<file path="src/rtl/ddr_demux_1to2_pkg.sv">
// Shared definitions for the DDR 1:2 receive demux: width helper, FSM encoding and
// the training words also used by the transmit-side training generator.
package ddr_demux_1to2_pkg;

  localparam int unsigned BW_DEFAULT = 6;

  function automatic int unsigned data_width(input int unsigned bw);
    return bw + 15;
  endfunction

  localparam int unsigned DW_DEFAULT = data_width(BW_DEFAULT);

  localparam logic signed [DW_DEFAULT-1:0] TP1_DEFAULT = 21'sh0AAAA;
  localparam logic signed [DW_DEFAULT-1:0] TP2_DEFAULT = 21'sh15555;

  typedef logic [1:0] state_t;

  localparam state_t SEARCH = 2'd0;
  localparam state_t CHECK  = 2'd1;
  localparam state_t LOCKED = 2'd2;

endpackage

</file>
<file path="src/rtl/ddr_demux_1to2_if.sv">
// Data/status bundle between the DDR pad side (master) and the demux (slave).
interface ddr_demux_1to2_if
  import ddr_demux_1to2_pkg::*;
#(
  parameter int unsigned BW = 6
);
  localparam int unsigned DW = data_width(BW);

  logic signed [DW-1:0] IN;
  logic                 TRAIN;
  logic signed [DW-1:0] OUT1;
  logic signed [DW-1:0] OUT2;
  logic                 VALID;
  logic                 LOCK;
  logic                 SWAP;

  modport master (
    output IN, TRAIN,
    input  OUT1, OUT2, VALID, LOCK, SWAP
  );

  modport slave (
    input  IN, TRAIN,
    output OUT1, OUT2, VALID, LOCK, SWAP
  );

endinterface

</file>
<file path="src/rtl/ddr_demux_1to2_capture.sv">
// Dual-edge capture of the DDR stream and the registered word-pairing mux.
module ddr_demux_1to2_capture #(
  parameter int unsigned DW = 21
) (
  input  logic                 CLK,
  input  logic                 RES,
  input  logic signed [DW-1:0] in_word,
  input  logic                 swap,
  output logic signed [DW-1:0] h,
  output logic signed [DW-1:0] lp,
  output logic signed [DW-1:0] out1,
  output logic signed [DW-1:0] out2
);

  // High-phase word is still on the bus when CLK falls.
  always_ff @(negedge CLK or posedge RES) begin
    if (RES) begin
      h <= '0;
    end else begin
      h <= in_word;
    end
  end

  // At the rising edge in_word is the low-phase word L(n); lp keeps it as L(n-1).
  always_ff @(posedge CLK or posedge RES) begin
    if (RES) begin
      lp   <= '0;
      out1 <= '0;
      out2 <= '0;
    end else begin
      lp <= in_word;
      if (swap) begin
        out1 <= lp;
        out2 <= h;
      end else begin
        out1 <= h;
        out2 <= in_word;
      end
    end
  end

endmodule

</file>
<file path="src/rtl/ddr_demux_1to2.sv">
// DDR 1:2 receive demux: rebuilds word pairs and aligns the pairing on a training pattern.
module ddr_demux_1to2
  import ddr_demux_1to2_pkg::*;
#(
  parameter int unsigned                BW       = 6,
  parameter logic signed [BW+14:0]      TP1      = (BW+15)'(TP1_DEFAULT),
  parameter logic signed [BW+14:0]      TP2      = (BW+15)'(TP2_DEFAULT),
  parameter int unsigned                LOCK_CNT = 4
) (
  input logic        CLK,
  input logic        RES,
  ddr_demux_1to2_if.slave bus
);

  localparam int unsigned DW      = data_width(BW);
  localparam logic [3:0]  LockCnt = 4'(LOCK_CNT);

  logic signed [DW-1:0] h, lp;
  state_t               state_q, state_d;
  logic [3:0]           cnt_q, cnt_d;
  logic                 swap_q, swap_d;
  logic                 valid_q, valid_d;
  logic                 m_n, m_s, m;

  ddr_demux_1to2_capture #(
    .DW (DW)
  ) u_capture (
    .CLK     (CLK),
    .RES     (RES),
    .in_word (bus.IN),
    .swap    (swap_q),
    .h       (h),
    .lp      (lp),
    .out1    (bus.OUT1),
    .out2    (bus.OUT2)
  );

  // Normal pairing checks H(n)/L(n); offset pairing checks L(n-1)/H(n).
  assign m_n = (h == TP1) && (bus.IN == TP2);
  assign m_s = (lp == TP1) && (h == TP2);
  assign m   = swap_q ? m_s : m_n;

  always_comb begin
    state_d = state_q;
    cnt_d   = cnt_q;
    swap_d  = swap_q;
    unique case (state_q)
      SEARCH: begin
        cnt_d = '0;
        if (bus.TRAIN && (m_n || m_s)) begin
          swap_d  = !m_n;
          cnt_d   = 4'd1;
          state_d = (LockCnt == 4'd1) ? LOCKED : CHECK;
        end
      end
      CHECK: begin
        if (bus.TRAIN && m) begin
          cnt_d = (cnt_q >= LockCnt) ? LockCnt : cnt_q + 4'd1;
          if (cnt_q + 4'd1 == LockCnt) begin
            state_d = LOCKED;
          end
        end else begin
          cnt_d   = '0;
          state_d = SEARCH;
        end
      end
      LOCKED: begin
        if (bus.TRAIN && !m) begin
          cnt_d   = '0;
          state_d = SEARCH;
        end
      end
      default: begin
        cnt_d   = '0;
        state_d = SEARCH;
      end
    endcase
  end

  assign valid_d = (state_d == LOCKED) && !bus.TRAIN;

  always_ff @(posedge CLK or posedge RES) begin
    if (RES) begin
      state_q <= SEARCH;
      cnt_q   <= '0;
      swap_q  <= 1'b0;
      valid_q <= 1'b0;
    end else begin
      state_q <= state_d;
      cnt_q   <= cnt_d;
      swap_q  <= swap_d;
      valid_q <= valid_d;
    end
  end

  assign bus.LOCK  = (state_q == LOCKED);
  assign bus.VALID = valid_q;
  assign bus.SWAP  = swap_q;

endmodule

</file>
<file path="src/flat_wrapper.sv">
// flat-port wrapper written by rule: the top's interface ports become plain ports
module ddr_demux_1to2_flat import ddr_demux_1to2_pkg::*;
#(
  parameter int unsigned                BW       = 6,
  parameter logic signed [BW+14:0]      TP1      = (BW+15)'(TP1_DEFAULT),
  parameter logic signed [BW+14:0]      TP2      = (BW+15)'(TP2_DEFAULT),
  parameter int unsigned                LOCK_CNT = 4
)
  (CLK, RES, bus_IN, bus_TRAIN, bus_OUT1, bus_OUT2, bus_VALID, bus_LOCK, bus_SWAP);
  ddr_demux_1to2_if #(.BW(BW)) bus_i ();
  input logic CLK;
  input logic RES;
  input wire logic [$bits(bus_i.IN)-1:0] bus_IN;
  input wire logic [$bits(bus_i.TRAIN)-1:0] bus_TRAIN;
  output wire logic [$bits(bus_i.OUT1)-1:0] bus_OUT1;
  output wire logic [$bits(bus_i.OUT2)-1:0] bus_OUT2;
  output wire logic [$bits(bus_i.VALID)-1:0] bus_VALID;
  output wire logic [$bits(bus_i.LOCK)-1:0] bus_LOCK;
  output wire logic [$bits(bus_i.SWAP)-1:0] bus_SWAP;
  assign bus_i.IN = bus_IN;
  assign bus_i.TRAIN = bus_TRAIN;
  assign bus_OUT1 = bus_i.OUT1;
  assign bus_OUT2 = bus_i.OUT2;
  assign bus_VALID = bus_i.VALID;
  assign bus_LOCK = bus_i.LOCK;
  assign bus_SWAP = bus_i.SWAP;
  ddr_demux_1to2 #(.BW(BW), .TP1(TP1), .TP2(TP2), .LOCK_CNT(LOCK_CNT)) u_core (.CLK(CLK), .RES(RES), .bus(bus_i));
endmodule
</file>
<file path="config.mk">
export PLATFORM = sky130hd
export DESIGN_NAME = ddr_demux_1to2_flat
export DESIGN_NICKNAME = d
export VERILOG_FILES = /design/src/rtl/ddr_demux_1to2_pkg.sv /design/src/rtl/ddr_demux_1to2_if.sv /design/src/rtl/ddr_demux_1to2_capture.sv /design/src/rtl/ddr_demux_1to2.sv /design/src/flat_wrapper.sv
export SDC_FILE = /design/constraint.sdc
export NUM_CORES = 1
export LEC_CHECK = 0
export BUFFER_PORTS_ARGS = -buffer_cell sky130_fd_sc_hd__buf_4
export CAP_MARGIN = 10
export CORE_ASPECT_RATIO = 1.25
export CORE_MARGIN = 4
export CORE_UTILIZATION = 54
export DETAILED_ROUTE_END_ITERATION = 8
export GPL_TIMING_DRIVEN = 0
export PLACE_DENSITY = 0.88
export SETUP_SLACK_MARGIN = 0.15
export SKIP_CTS_REPAIR_TIMING = 1
export SLEW_MARGIN = 20
export SYNTH_ARGS = -nofsm -noshare
export SYNTH_HDL_FRONTEND = slang
export SYNTH_SLANG_ARGS = --single-unit
</file>
<file path="constraint.sdc">
create_clock -name CLK -period 4.1 [get_ports CLK]
set_input_delay 1.23 -clock CLK [delete_from_list [all_inputs] [get_ports CLK]]
set_output_delay 1.23 -clock CLK [all_outputs]
set_load 0.005 [all_outputs]
</file>
==> impl_results.md <==
* Reg-to-reg startpoint: u_core.u_capture.h[7]$_DFF_NP0_
* CP max stage delay at 480 ps
* Worst slew pin tran at a little under 700 ps
* Most frequent cell after synthesis: dfrtp_1
* Worst-skew pair later-pin latency at 370 ps
* Clock-pin slew on the worst setup and hold paths at around 100 ps
* CP bufs+invs at 0
* Max Cap Violations at 0
* Hold Fails Final Rpt at 0
* Slowest cell on crit path: dfrtn_1
* Arr. time, crit path at between 4000 and 5000 ps
* Critical path depth in cells at 5
* Crit path required time at roughly 4400 ps
* Final max-slew violation count at 0
* CP max FO at 6
* Via count at a little over 2k
* Cell type with the largest total area after synthesis: dfrtp_1
* Async set-reset flop share out of synthesis at between 90% and 100%
* Register area share after synthesis at 66.23%
* Antenna violations before repair at 0
* Yosys reg bits at 92
* Final setup violation count at 0
* Pleak at between 1.5 and 2 nW
* CP delay by family, top: simple AND/OR/NAND/NOR gates
* Routed len/inst at 18.28 um
* CP Cell Sequence: nor4b_2, nand4_2, nor4_2, o31ai_2, a31oi_1
* CTS sink count at between 90 and 100
* Area growth, synth to finish at 25.38%
* Ports at a little under 70
* Clk root buf: clkbuf_8
* Power per standard cell area at between 300 and 400 nW/um^2
* Outcome: finished clean
* R2R setup slack at 270 ps
* First-pass GRT wire length at around 11000 um
* Hold Path Sink: u_core.u_capture.out1[18]$_DFF_PP0_
* Num CTS Buffers at 9
* Worst Hold Depth at 1
* Initial Util at a little under three fifths
* Largest net degree at the start of global routing at 36
* DP Wirelength at 5117 um
* Cells after Synth at about 210
* ANT cells at 0
* Core area at 6206 um^2
* Relative slew slack at about 55%
* Die Span X at 79.76 um
* Share of post-route cells with drive strength above 1 at 50.17%
* H-tree depth at 3
* Routed WL at between 7000 and 8000 um
* Avg Synthesized Cell Area at 16.40 um^2
* Placer Congestion at a little under 0.8
* Min-delay src: u_core.u_capture.lp[18]$_DFF_PP0_
* FP Rows at 32
* Post-Route Skew at roughly 25 ps
* Main synth FF type: dfrtp_1
* Pre-Repair DR Iteration Count at 4
* Share of the synthesized area in the top cell type at between 50% and 60%
* Gr ovfl total at 0
* Setup Total Neg Slack at 0 ps
* Hold slack at 508.5 ps
* Initial DRC Count at 72
* Worst Setup Start Kind: flop
* Clock Path Buffers at 2
* Most frequent cells after synthesis: 71 x dfrtp_1, 39 x mux2_2, 21 x dfrtn_1
* RSZ-0062 raised after global routing: false
* IR drop worst, VDD at 0.2977 mV
* ANT nets after route at 0
* Synth Warn # at 0
* Die footprint at 7793 um^2
* FF-to-FF End: u_core.cnt_q[0]$_DFFE_PP0P_
* Input/output buffers at about 70
* DRC violations left at 0
* Mapped Nets at 238
* Ranking of synthesized cells by area: dfrtp_1 51%, dfrtn_1 15%, mux2_2 13%
* Fin nets at 320
* Die extent in y at 97.70 um
* All-layer global routing usage at 19.80%
* Post-synth EDFFs at 0
* FF-to-FF path depth at 5
* Number of global-route vias before repair at approximately 2.2k
* Area of the mapped netlist at about 3500 um^2
* CP Class: reg -> reg
* Via density per instance at between 5 and 6
* Synth cell types at between 40 and 50
* CP Capture Type: flop
* Worst hold path class: reg -> reg
* TritonCTS clock tree: done
==> routing by layer <==
layer	part of all wire [%]	global-route usage, %	wire length, um	vias to the layer above
li1	-	-	-	951
met1	39	23.80	2759	1051
met2	53	32.54	3740	53
met3	4.9	4.824	344	14
met4	2.5	10.66	176	0
met5	0	0	0	-
==> worst max path at each step <==
stage	start	endpoint	slack, ps
floorplan	RES	u_core.u_capture.h[0]$_DFF_NP0_	-160
global placement	RES	u_core.u_capture.h[11]$_DFF_NP0_	-690
detailed placement	u_core.u_capture.h[7]$_DFF_NP0_	u_core.bus.VALID$_DFF_PP0_	280
CTS	u_core.u_capture.h[7]$_DFF_NP0_	u_core.cnt_q[0]$_DFFE_PP0P_	260
global route	u_core.u_capture.h[17]$_DFF_NP0_	u_core.cnt_q[0]$_DFFE_PP0P_	160
finish	u_core.u_capture.h[7]$_DFF_NP0_	u_core.cnt_q[0]$_DFFE_PP0P_	270
==> final cells by class <==
class	instances	area, um^2
flip-flops and latches	92	2302
fillers	408	1848
multi-input cells	108	1117
repair buffers	71	578.1
clock buffers	9	123.9
well taps	85	106.4
clock inverters	7	65.06
plain buffers	5	35.03
inverters	7	30.03
==> state kept, by name (all words and copies together) (netlist names) <==
signal,count
u_core.bus.SWAP,1
u_core.u_capture.h,21
u_core.state_q,2
u_core.u_capture.lp,21
u_core.u_capture.out2,21
u_core.bus.VALID,1
u_core.u_capture.out1,21
u_core.cnt_q,4
==> cells by family (layout without fill, tap and decap cells) <==
group                    count (synthesis)  after routing  synth area share (%)
AO/OA/AOI/OAI                           17             17                 3.564
adder cells (fa/ha/maj)                  2              2                0.7198
buffers and inverters                   12             99                 1.764
flip-flops                              92             92                 66.23
multiplexers                            42             42                 13.61
AND/OR/NAND/NOR                         47             47                 14.11
==> cell usage in the layout, fill, tap and decap left out, drive strengths merged, types with 2 or more instances in the layout <==
cell / instances
clkinv: 2
a31oi: 2
nor4: 4
nand4: 4
dfrtn: 21
ha: 2
nand2: 4
and4bb: 10
nand3: 3
a21oi: 2
mux2: 42
clkinvlp: 2
nor4bb: 3
inv: 10
o21ai: 3
nor2: 4
nor3: 2
nor4b: 6
clkbuf: 13
dfrtp: 71
buf: 72
==> power by group <==
group          internal [mW]  total [mW]  switching, mW
clock network          0.235       0.581          0.346
registers              0.950       0.976         0.0260
logic                 0.0698       0.122         0.0520
==> stage by stage <==
step	instances	setup WS [ps]	cell area (um^2)	utilization, %	power (mW)
after floorplan	212	-162.7	3480	-	1.033
after global placement	365	-692.3	4096	66.01	1.105
after detailed placement	368	284.9	4164	67.10	1.117
after CTS	384	257.0	4353	70.14	1.690
after global routing	384	162.3	4358	70.22	1.746
final	384	267.8	4358	70.22	1.679
Note: power is estimated with default switching activity, not from simulation.
